$ cat config.mk
export PLATFORM = sky130hd
export DESIGN_NAME = acs_scheduler
export DESIGN_NICKNAME = d
export VERILOG_FILES = /design/src/rtl/viterbi_pkg.sv /design/src/rtl/acs_scheduler_acs.sv /design/src/rtl/acs_scheduler.sv
export SDC_FILE = /design/constraint.sdc
export NUM_CORES = 1
export LEC_CHECK = 0
export ABC_AREA = 1
export BUFFER_PORTS_ARGS = -buffer_cell sky130_fd_sc_hd__buf_2
export CORE_MARGIN = 5
export CORE_UTILIZATION = 57
export CTS_BUF_LIST = sky130_fd_sc_hd__clkbuf_2 sky130_fd_sc_hd__clkbuf_4 sky130_fd_sc_hd__clkbuf_8
export CTS_CLUSTER_SIZE = 25
export DETAILED_ROUTE_END_ITERATION = 16
export PLACE_DENSITY_LB_ADDON = 0.05
export SLEW_MARGIN = 20
export SYNTH_ARGS = -nofsm -noshare
export SYNTH_HDL_FRONTEND = slang
export SYNTH_SLANG_ARGS = --single-unit
$ cat constraint.sdc
create_clock -name clk -period 6.03 [get_ports clk]
set_clock_uncertainty 0.15 [all_clocks]
set_input_delay 0.3015 -clock clk [delete_from_list [all_inputs] [get_ports clk]]
set_output_delay 0.3015 -clock clk [all_outputs]
set_load 0.02 [all_outputs]
$ cat src/rtl/viterbi_pkg.sv
// Shared types and constants for the K=3, rate-1/2 Viterbi path-metric unit.
// Contents: metric/branch-metric widths, INF saturation value, metric bank
// type, reset metric pattern, scheduler FSM states, code-word helper.
package viterbi_pkg;

    localparam int unsigned METRIC_W   = 4;
    localparam int unsigned BM_W       = 2;
    localparam int unsigned NUM_STATES = 4;
    localparam int unsigned STATE_W    = 2;
    localparam int unsigned GEN_W      = 3;

    localparam logic [METRIC_W-1:0] INF = 4'hF;

    typedef logic [METRIC_W-1:0]                  metric_t;
    typedef logic [NUM_STATES-1:0][METRIC_W-1:0]  metric_bank_t;
    // Branch metrics indexed by code word {c0,c1}
    typedef logic [NUM_STATES-1:0][BM_W-1:0]      bm_vec_t;

    // State 0 is the known start state, all others unreachable
    localparam metric_bank_t RESET_METRICS = {INF, INF, INF, metric_t'(0)};

    typedef enum logic [1:0] {
        ST_IDLE = 2'd0,
        ST_RUN  = 2'd1,
        ST_DONE = 2'd2
    } fsm_state_t;

    // Code word {c0,c1} emitted for encoder register contents {u, p}
    function automatic logic [BM_W-1:0] branch_cw(
        input logic [GEN_W-1:0] g0,
        input logic [GEN_W-1:0] g1,
        input logic [GEN_W-1:0] enc_reg
    );
        return {^(g0 & enc_reg), ^(g1 & enc_reg)};
    endfunction

endpackage

$ cat src/rtl/acs_scheduler_acs.sv
// Add-compare-select unit: one trellis state per evaluation.
// Ports: pm0/pm1 predecessor metrics, bm0/bm1 branch metrics,
//        cost_c surviving path cost, decision_c (1 = branch 1 won).
// INF on a predecessor propagates; sums above INF saturate; ties pick branch 0.
module acs
    import viterbi_pkg::*;
(
    input  logic [METRIC_W-1:0] pm0,
    input  logic [METRIC_W-1:0] pm1,
    input  logic [BM_W-1:0]     bm0,
    input  logic [BM_W-1:0]     bm1,
    output logic [METRIC_W-1:0] cost_c,
    output logic                decision_c
);

    function automatic metric_t add_sat(input metric_t pm, input logic [BM_W-1:0] bm);
        logic [METRIC_W:0] sum;
        sum = {1'b0, pm} + (METRIC_W+1)'(bm);
        if (pm == INF || sum > {1'b0, INF}) begin
            return INF;
        end
        return sum[METRIC_W-1:0];
    endfunction

    metric_t cand0;
    metric_t cand1;

    always_comb begin
        cand0      = add_sat(pm0, bm0);
        cand1      = add_sat(pm1, bm1);
        decision_c = (cand1 < cand0);
        cost_c     = decision_c ? cand1 : cand0;
    end

endmodule

$ cat src/rtl/acs_scheduler.sv
// Path-metric controller for the K=3 rate-1/2 Viterbi decoder. Accepts four
// branch metrics per symbol, runs one shared ACS over the 4 states (one per
// cycle), keeps metrics in ping-pong banks and presents a decision vector.
// Ports: clk, rst_n (async active-low), frame_start (metric reinit),
//        bm_valid/bm_ready/bm_in (branch metrics in),
//        dec_valid/dec_ready/dec_vec (decisions out),
//        best_state/best_metric (argmin/min of new metrics), busy.
// Build option: METRIC_NORM_EN enables metric normalization on hand-off.
module acs_scheduler
    import viterbi_pkg::*;
#(
    parameter logic [GEN_W-1:0]    G0          = 3'b111,
    parameter logic [GEN_W-1:0]    G1          = 3'b101,
    parameter logic [METRIC_W-1:0] NORM_THRESH = 4'd8
) (
    input  logic                  clk,
    input  logic                  rst_n,
    input  logic                  frame_start,
    input  logic                  bm_valid,
    output logic                  bm_ready,
    input  logic [7:0]            bm_in,
    output logic                  dec_valid,
    input  logic                  dec_ready,
    output logic [NUM_STATES-1:0] dec_vec,
    output logic [STATE_W-1:0]    best_state,
    output logic [METRIC_W-1:0]   best_metric,
    output logic                  busy
);

`ifdef METRIC_NORM_EN
    localparam bit NORM_EN = 1'b1;
`else
    localparam bit NORM_EN = 1'b0;
`endif

    fsm_state_t          state;
    fsm_state_t          state_next;
    logic [STATE_W-1:0]  cnt;
    bm_vec_t             bm_reg;
    metric_bank_t [1:0]  bank;
    logic                sel;

    logic                wr_bank_c;
    logic [STATE_W-1:0]  p0_c;
    logic [STATE_W-1:0]  p1_c;
    logic [BM_W-1:0]     bm0_c;
    logic [BM_W-1:0]     bm1_c;
    metric_t             cost_c;
    logic                decision_c;
    logic                norm_hit_c;

    // Predecessors and branch metrics of next state ns = cnt
    always_comb begin
        wr_bank_c  = ~sel;
        p0_c       = {cnt[0], 1'b0};
        p1_c       = {cnt[0], 1'b1};
        bm0_c      = bm_reg[branch_cw(G0, G1, {cnt[1], p0_c})];
        bm1_c      = bm_reg[branch_cw(G0, G1, {cnt[1], p1_c})];
        norm_hit_c = NORM_EN && (best_metric >= NORM_THRESH);
    end

    acs u_acs (
        .pm0        (bank[sel][p0_c]),
        .pm1        (bank[sel][p1_c]),
        .bm0        (bm0_c),
        .bm1        (bm1_c),
        .cost_c     (cost_c),
        .decision_c (decision_c)
    );

    // State register
    always_ff @(posedge clk or negedge rst_n) begin
        if (!rst_n) begin
            state <= ST_IDLE;
        end else begin
            state <= state_next;
        end
    end

    // Next-state logic; frame_start overrides every handshake
    always_comb begin
        state_next = state;
        case (state)
            ST_IDLE: if (bm_valid)         state_next = ST_RUN;
            ST_RUN:  if (cnt == 2'd3)      state_next = ST_DONE;
            ST_DONE: if (dec_ready)        state_next = ST_IDLE;
            default:                       state_next = ST_IDLE;
        endcase
        if (frame_start) begin
            state_next = ST_IDLE;
        end
    end

    // Datapath: metric banks, decisions, running min and registered status
    always_ff @(posedge clk or negedge rst_n) begin
        if (!rst_n) begin
            bank        <= {RESET_METRICS, RESET_METRICS};
            sel         <= 1'b0;
            cnt         <= '0;
            bm_reg      <= '0;
            dec_vec     <= '0;
            best_state  <= '0;
            best_metric <= '0;
            dec_valid   <= 1'b0;
            bm_ready    <= 1'b1;
            busy        <= 1'b0;
        end else begin
            dec_valid <= (state_next == ST_DONE);
            bm_ready  <= (state_next == ST_IDLE);
            busy      <= (state_next != ST_IDLE);
            if (frame_start) begin
                bank[0] <= RESET_METRICS;
                sel     <= 1'b0;
            end else begin
                case (state)
                    ST_IDLE: begin
                        if (bm_valid) begin
                            bm_reg <= bm_vec_t'(bm_in);
                            cnt    <= '0;
                        end
                    end
                    ST_RUN: begin
                        bank[wr_bank_c][cnt] <= cost_c;
                        dec_vec[cnt]         <= decision_c;
                        // First state seeds the min; strict '<' keeps lowest index on ties
                        if (cnt == '0 || cost_c < best_metric) begin
                            best_metric <= cost_c;
                            best_state  <= cnt;
                        end
                        cnt <= cnt + 2'd1;
                    end
                    ST_DONE: begin
                        if (dec_ready) begin
                            sel <= wr_bank_c;
                            if (norm_hit_c) begin
                                for (int unsigned s = 0; s < NUM_STATES; s++) begin
                                    if (bank[wr_bank_c][STATE_W'(s)] != INF) begin
                                        bank[wr_bank_c][STATE_W'(s)] <=
                                            bank[wr_bank_c][STATE_W'(s)] - best_metric;
                                    end
                                end
                            end
                        end
                    end
                    default: ;
                endcase
            end
        end
    end

endmodule

==> impl_metrics.sql, run 1 <==
INSERT INTO impl_metrics (metric_group, metric, value, unit) VALUES
('grt', 'grt.overflow.total', '0', ''),
('power_and_ir_drop', 'post_layout_total_power', '2.00', 'mW'),
('timing', 'achievable-frequency', '195', 'MHz'),
('detailed_routing', 'initialDrtViolationCount', '179', ''),
('final_layout', 'mostFrequentLayoutCells', 'nand2_1, inv_1, o21ai_0', ''),
('yosys', 'yosys_warnings', '0', ''),
('outcome', 'outcome', 'complete, no violations', ''),
('placement', 'numPortBuffers', '25', ''),
('yosys', 'post_synth_inst_count', '379', ''),
('timing', 'worst_hold_slack', '0.0449', 'ns'),
('floorplan', 'start_util', '0.578', ''),
('clock_tree', 'clk_path_buf_depth', '2', ''),
('clock_tree', 'tritoncts', 'yes', ''),
('placement', 'number_of_placed_instances_with_taps_included', '473', ''),
('final_layout', 'antenna_cells_inserted', '0', ''),
('timing', 'max_slew_margin_vs_limit', '0.518', ''),
('timing', 'tightest_slew', '0.724', 'ns'),
('yosys', 'ys_ff_latch', '58', ''),
('worst_hold_path', 'hp-class', 'in2reg', ''),
('detailed_routing', 'drcViolationCount', '0', ''),
('clock_tree', 'post_cts_resized', '0', ''),
('grt', 'antenna_found_initial', '0', ''),
('setup_path', 'worst-setup-path-type', 'reg2reg', ''),
('detailed_routing', 'drt_wl_total', '7480', 'um'),
('worst_hold_path', 'number_of_cells_on_the_worst_hold_path', '2', ''),
('floorplan', 'die_x', '84.3', 'um'),
('final_layout', 'largest_register_ffs', '32', ''),
('detailed_routing', 'drt-vias-per-instance', '5.48', ''),
('yosys', 'syn_avg_cell_area', '8.30', 'um2'),
('detailed_routing', 'route.vias.total', '2684', ''),
('placement', 'hpwl_dp', '5220', 'um'),
('yosys', 'ys_types', '30', ''),
('placement', 'postPlaceCellArea', '3330', 'um2'),
('grt', 'pin_count_of_the_biggest_net_entering_global_routing', '59', ''),
('power_and_ir_drop', 'combPwrFrac', '0.505', ''),
('power_and_ir_drop', 'static-leakage-power', '1.77', 'nW'),
('setup_path', 'critical_path.endpoint_type', 'register', ''),
('power_and_ir_drop', 'powerDensity', '561', 'nW/um2'),
('setup_path', 'reg2regPathDepth', '24', ''),
('detailed_routing', 'wire_per_inst', '15.3', 'um'),
('floorplan', 'dieHeight', '84.3', 'um'),
('clock_tree', 'cts.clk_slew.worst_paths', '0.07', 'ns'),
('clock_tree', 'tritoncts_num_sinks', '58', ''),
('floorplan', 'coreArea', '5440', 'um2'),
('floorplan', 'fp-row-count', '27', ''),
('yosys', 'syn_area', '3140', 'um2'),
('grt', 'grtUsageTotal', '0.226', ''),
('final_layout', 'final_core_util', '0.655', ''),
('timing', 'timing.final.max_slew_violations', '0', ''),
('setup_path', 'critical_path_peak_fanout', '12', ''),
('timing', 'setup_violations', '0', ''),
('setup_path', 'worst-endpoint-arrival', '5.24', 'ns'),
('clock_tree', 'cts-buffers-inserted', '9', ''),
('setup_path', 'data_required_time_of_the_critical_path', '6.16', 'ns'),
('power_and_ir_drop', 'power_report.internal_total', '1.09', 'mW'),
('setup_path', 'crit-reg2reg-capture', 'best_state[0]', ''),
('grt', 'first_global_vias', '2606', ''),
('timing', 'timing.final.crit_share', '0.849', ''),
('timing', 'post-route-min-period', '5.12', 'ns'),
('final_layout', 'layout.cells.most_common', 'nand2_1', ''),
('final_layout', 'drive_above_1_share', '0.215', ''),
('power_and_ir_drop', 'clock_power_share', '0.203', ''),
('final_layout', 'post_route_cell_area', '3560', 'um2'),
('placement', 'dp_worst_setup_slack', '0.997', 'ns'),
('power_and_ir_drop', 'power_switching_share', '0.455', ''),
('final_layout', 'flow.area_growth_from_synthesis', '13.4', '%'),
('clock_tree', 'clockRootBuffer', 'clkbuf_8', ''),
('floorplan', 'i_o_pin_cnt', '26', ''),
('placement', 'place.gp.congestion', '0.879', ''),
('power_and_ir_drop', 'pwr-share-seq', '0.292', ''),
('job', 'max_cap_viols', '0', '');
[synth_stat cells (all sizes together)]
master,count,share of area
a211oi,1,0.0024
a21oi,16,0.027
a22oi,5,0.012
a31oi,1,0.0020
buf,7,0.018
clkinv,2,0.0024
dfrtp,33,0.26
dfstp,25,0.21
fa,2,0.013
ha,15,0.060
inv,40,0.048
mux2,8,0.029
nand2,107,0.14
nand3,36,0.057
nand3b,1,0.0024
nand4,2,0.0040
nor2,32,0.039
nor3,2,0.0032
o21ai,37,0.059
o22ai,4,0.0080
or2,2,0.0040
xnor2,1,0.0028
[how the worst max path moves through the flow]
stage	from	to
5_1_grt	cnt[1]	best_metric[1]
4_1_cts	cnt[1]	best_state[0]
6_report	cnt[1]	best_state[0]
3_5_place_dp	cnt[1]	best_state[0]
2_1_floorplan	cnt[1]	best_metric[0]
3_3_place_gp	cnt[1]	best_state[0]
[final cells by class]
class                           count  area, um2
Multi-Input combinational cell    272       1450
Tap cell                           72       90.1
Fill cell                         481       1870
Clock buffer                       11        145
Sequential cell                    58       1480
Inverter                           42        158
Timing Repair Buffer               30        165
Clock inverter                      5       77.6
[cell families (layout without fill, tap and decap cells)]
family	Yosys count	after routing	share of synthesized area
adder cells (fa/ha/maj)	17	17	0.0724
multiplexers	8	8	0.0287
buffers and inverters	49	88	0.0684
XOR/XNOR	1	1	0.00279
AND/OR/NAND/NOR	182	182	0.246
flip-flops	58	58	0.472
AO/OA/AOI/OAI	64	64	0.110
[layer usage]
layer  vias up  GRT usage  routed length (um)
li1       1315          -                   -
met1      1262      0.330                3470
met2        90      0.319                3260
met3        17     0.0422                 563
met4         0      0.117                 183
met5         -          0                   0
[critical path, stage by stage (launching register included)]
cell and delay, ns:
dfrtp_1 0.56, clkinv_1 0.33, ha_1 0.44, inv_1 0.10, o21ai_0 0.09, o22ai_1 0.10
ha_1 0.21, fa_1 0.39, inv_1 0.10, nand2_2 0.08, nor3_1 0.14, a21oi_1 0.09
ha_1 0.31, inv_1 0.04, a21oi_1 0.23, nand2_2 0.15, or2_1 0.23, nand2_1 0.27
inv_2 0.07, ha_1 0.19, a211oi_1 0.39, nand2_4 0.14, nand2_4 0.11, nand2_1 0.07
nand2_1 0.06
[power groups by stage]
stage                     sequential, mW  clock, mW  combinational [mW]
after floorplan                    0.607          0               0.689
after global placement             0.587          0               0.982
after detailed placement           0.587          0                1.00
after CTS                          0.582      0.408                1.01
after global routing               0.599      0.429                1.15
final                              0.583      0.407                1.01
[repair_timing]
item / in CTS / in global routing
setup buffers: 0 / 0
endpoints found under the hold margin: 33 / 0
hold buffers: 1 / 0
Note: power is estimated with default switching activity, not from simulation.
==> inputs of run 2 (changes only) <==
--- a/config.mk
+++ b/config.mk
@@ -8,7 +8,7 @@
 export ABC_AREA = 1
 export BUFFER_PORTS_ARGS = -buffer_cell sky130_fd_sc_hd__buf_2
 export CORE_MARGIN = 5
-export CORE_UTILIZATION = 57
+export CORE_UTILIZATION = 56
 export CTS_BUF_LIST = sky130_fd_sc_hd__clkbuf_2 sky130_fd_sc_hd__clkbuf_4 sky130_fd_sc_hd__clkbuf_8
 export CTS_CLUSTER_SIZE = 25
 export DETAILED_ROUTE_END_ITERATION = 16
==> constraint.sdc (replaced) <==
create_clock -name clk -period 4.5 [get_ports clk]
set_clock_uncertainty 0.15 [all_clocks]
set_input_delay 0.225 -clock clk [delete_from_list [all_inputs] [get_ports clk]]
set_output_delay 0.225 -clock clk [all_outputs]
set_load 0.02 [all_outputs]
==> impl_metrics.sql, run 2 (synthesized netlist as in run 1, its figures left out) <==
INSERT INTO impl_metrics (metric_group, metric, value, unit) VALUES
('clock_tree', 'clk_path_buf_depth', '2', ''),
('grt', 'grtUsageTotal', '0.226', ''),
('detailed_routing', 'drt_wl_total', '7540', 'um'),
('detailed_routing', 'drt-vias-per-instance', '5.35', ''),
('timing', 'post-route-min-period', '4.13', 'ns'),
('placement', 'numPortBuffers', '25', ''),
('final_layout', 'post_route_cell_area', '3700', 'um2'),
('clock_tree', 'tritoncts', 'yes', ''),
('floorplan', 'fp-row-count', '27', ''),
('detailed_routing', 'route.vias.total', '2686', ''),
('detailed_routing', 'wire_per_inst', '15.0', 'um'),
('power_and_ir_drop', 'vdd_drop_max', '514', 'uV'),
('timing', 'hold_viol_final', '0', ''),
('detailed_routing', 'initialDrtViolationCount', '282', ''),
('final_layout', 'flow.area_growth_from_synthesis', '17.5', '%'),
('grt', 'grt.overflow.total', '0', ''),
('floorplan', 'dieHeight', '84.9', 'um'),
('worst_hold_path', 'hp-class', 'in2reg', ''),
('grt', 'grt_first_pass_wirelength', '12900', 'um'),
('timing', 'timing.final.max_slew_violations', '0', ''),
('setup_path', 'worst-setup-path-type', 'reg2reg', ''),
('setup_path', 'data_required_time_of_the_critical_path', '4.58', 'ns'),
('job', 'max_cap_viols', '0', ''),
('worst_hold_path', 'number_of_cells_on_the_worst_hold_path', '3', ''),
('placement', 'hpwl_dp', '5240', 'um'),
('floorplan', 'coreArea', '5470', 'um2'),
('setup_path', 'reg2regPathDepth', '26', ''),
('placement', 'dp_worst_setup_slack', '0.190', 'ns'),
('clock_tree', 'tritoncts_num_sinks', '58', ''),
('clock_tree', 'cts.clk_slew.worst_paths', '0.06', 'ns'),
('final_layout', 'antenna_cells_inserted', '0', ''),
('setup_path', 'setup.worst_path.start', 'cnt[1]', ''),
('timing', 'max_slew_margin_vs_limit', '0.520', ''),
('final_layout', 'fin_nets', '455', ''),
('floorplan', 'i_o_pin_cnt', '26', ''),
('timing', 'worst_hold_slack', '0.0156', 'ns'),
('power_and_ir_drop', 'post_layout_total_power', '2.79', 'mW'),
('setup_path', 'critical_path.startpoint_type', 'register', ''),
('power_and_ir_drop', 'powerDensity', '755', 'nW/um2'),
('floorplan', 'start_util', '0.575', ''),
('grt', 'first_global_vias', '2626', ''),
('timing', 'timing.final.crit_share', '0.917', ''),
('clock_tree', 'ctsHtreeMaxLevel', '3', ''),
('placement', 'postPlaceCellArea', '3360', 'um2'),
('clock_tree', 'worstSkewPairLatency', '0.34', 'ns'),
('floorplan', 'die_x', '84.9', 'um'),
('final_layout', 'mostFrequentLayoutCells', 'nand2_1, inv_1, o21ai_0', ''),
('power_and_ir_drop', 'static-leakage-power', '1.82', 'nW'),
('timing', 'achievable-frequency', '242', 'MHz'),
('floorplan', 'die-area', '7210', 'um2'),
('placement', 'place.gp.congestion', '0.834', ''),
('detailed_routing', 'detailedRoute.firstPassIterationCount', '4', ''),
('setup_path', 'worst-endpoint-arrival', '4.20', 'ns'),
('timing', 'setup_violations', '0', ''),
('setup_path', 'critical_path.endpoint_type', 'register', ''),
('final_layout', 'drive_above_1_share', '0.226', ''),
('detailed_routing', 'drcViolationCount', '0', ''),
('setup_path', 'critical_path_peak_fanout', '8', ''),
('timing', 'setup_slack', '0.373', 'ns'),
('detailed_routing', 'antenna_violating_nets_post_route', '0', ''),
('clock_tree', 'clockRootBuffer', 'clkbuf_8', ''),
('worst_hold_path', 'hold_path_startpoint', 'dec_ready', ''),
('final_layout', 'layout.cells.most_common', 'nand2_1', ''),
('final_layout', 'final_core_util', '0.675', ''),
('setup_path', 'critical_register_to_register_path_startpoint', 'cnt[1]', ''),
('timing', 'tightest_slew', '0.720', 'ns'),
('outcome', 'outcome', 'complete, no violations', ''),
('grt', 'pin_count_of_the_biggest_net_entering_global_routing', '59', ''),
('clock_tree', 'cts-buffers-inserted', '9', ''),
('grt', 'antenna_found_initial', '0', ''),
('final_layout', 'largest_register_ffs', '32', '');
run 2: cell types whose count changed in the layout (fill, tap and decap cells not counted):
cell / change
dlygate4sd3_1: +8
buf_4: +4
a211oi_1: -1
a211oi_2: +1
a21oi_1: -1
a21oi_2: +1
ha_1: -1
ha_4: +1
run 2: what timing repair did:
item                                   in CTS  in global routing
hold buffers                                9                  0
setup endpoints to repair                   0                  6
endpoints found under the hold margin      41                  0
setup buffers                               0                  0
resized for setup                           0                  3
run 2: final cells by class:
class	instances	area [um2]
Fill cell	467	1780
Sequential cell	58	1480
Multi-Input combinational cell	272	1470
Timing Repair Buffer	42	275
Inverter	42	158
Clock buffer	11	145
Tap cell	72	90.1
Clock inverter	5	77.6
run 2: worst paths after layout:
path	endpoint	slack, ns
setup / recovery	best_state[0]	0.37
hold / removal	sel	0.02
setup reg to reg	best_state[0]	0.37
hold reg to reg	bank[26]	0.34
max in group asynchronous	dec_vec[0]	3.31
min in group asynchronous	cnt[0]	0.42
run 2: worst max-delay path: stages (launching register included):
cell and delay (ns):
dfrtp_1 0.35, clkinv_1 0.11, ha_4 0.31, inv_1 0.07, o21ai_0 0.09, o22ai_1 0.11
ha_1 0.22, fa_1 0.40, inv_1 0.10, nand2_2 0.09, nor3_1 0.13, a21oi_1 0.09
ha_1 0.31, inv_1 0.05, a21oi_2 0.19, nand2_2 0.15, or2_1 0.23, nand2_1 0.09
inv_2 0.04, ha_1 0.26, nand2_1 0.05, inv_1 0.06, nand2_2 0.07, nand2_4 0.10
nand2_4 0.07, nand2_1 0.08, nand2_1 0.05
run 2: where the power goes:
part | leakage (nW) | switching [mW] | total (mW) | internal (mW)
clock network | 0.113 | 0.206 | 0.537 | 0.331
registers | 0.686 | 0.0780 | 0.773 | 0.695
logic | 1.02 | 0.972 | 1.48 | 0.508
total | 1.82 | 1.26 | 2.79 | 1.53
run 2: through the flow:
step | cells | setup TNS [ns]
3_3_place_gp | 477 | 0
5_1_grt | 502 | -0.0356
2_1_floorplan | 379 | 0
3_5_place_dp | 477 | 0
4_1_cts | 502 | 0
6_report | 502 | 0
run 2: metal layers:
metal	track usage	wire (um)	vias to the layer above
met2	0.340	3480	76
met1	0.320	3480	1260
met5	0	0	-
li1	-	-	1336
met3	0.0466	445	14
met4	0.0892	144	0
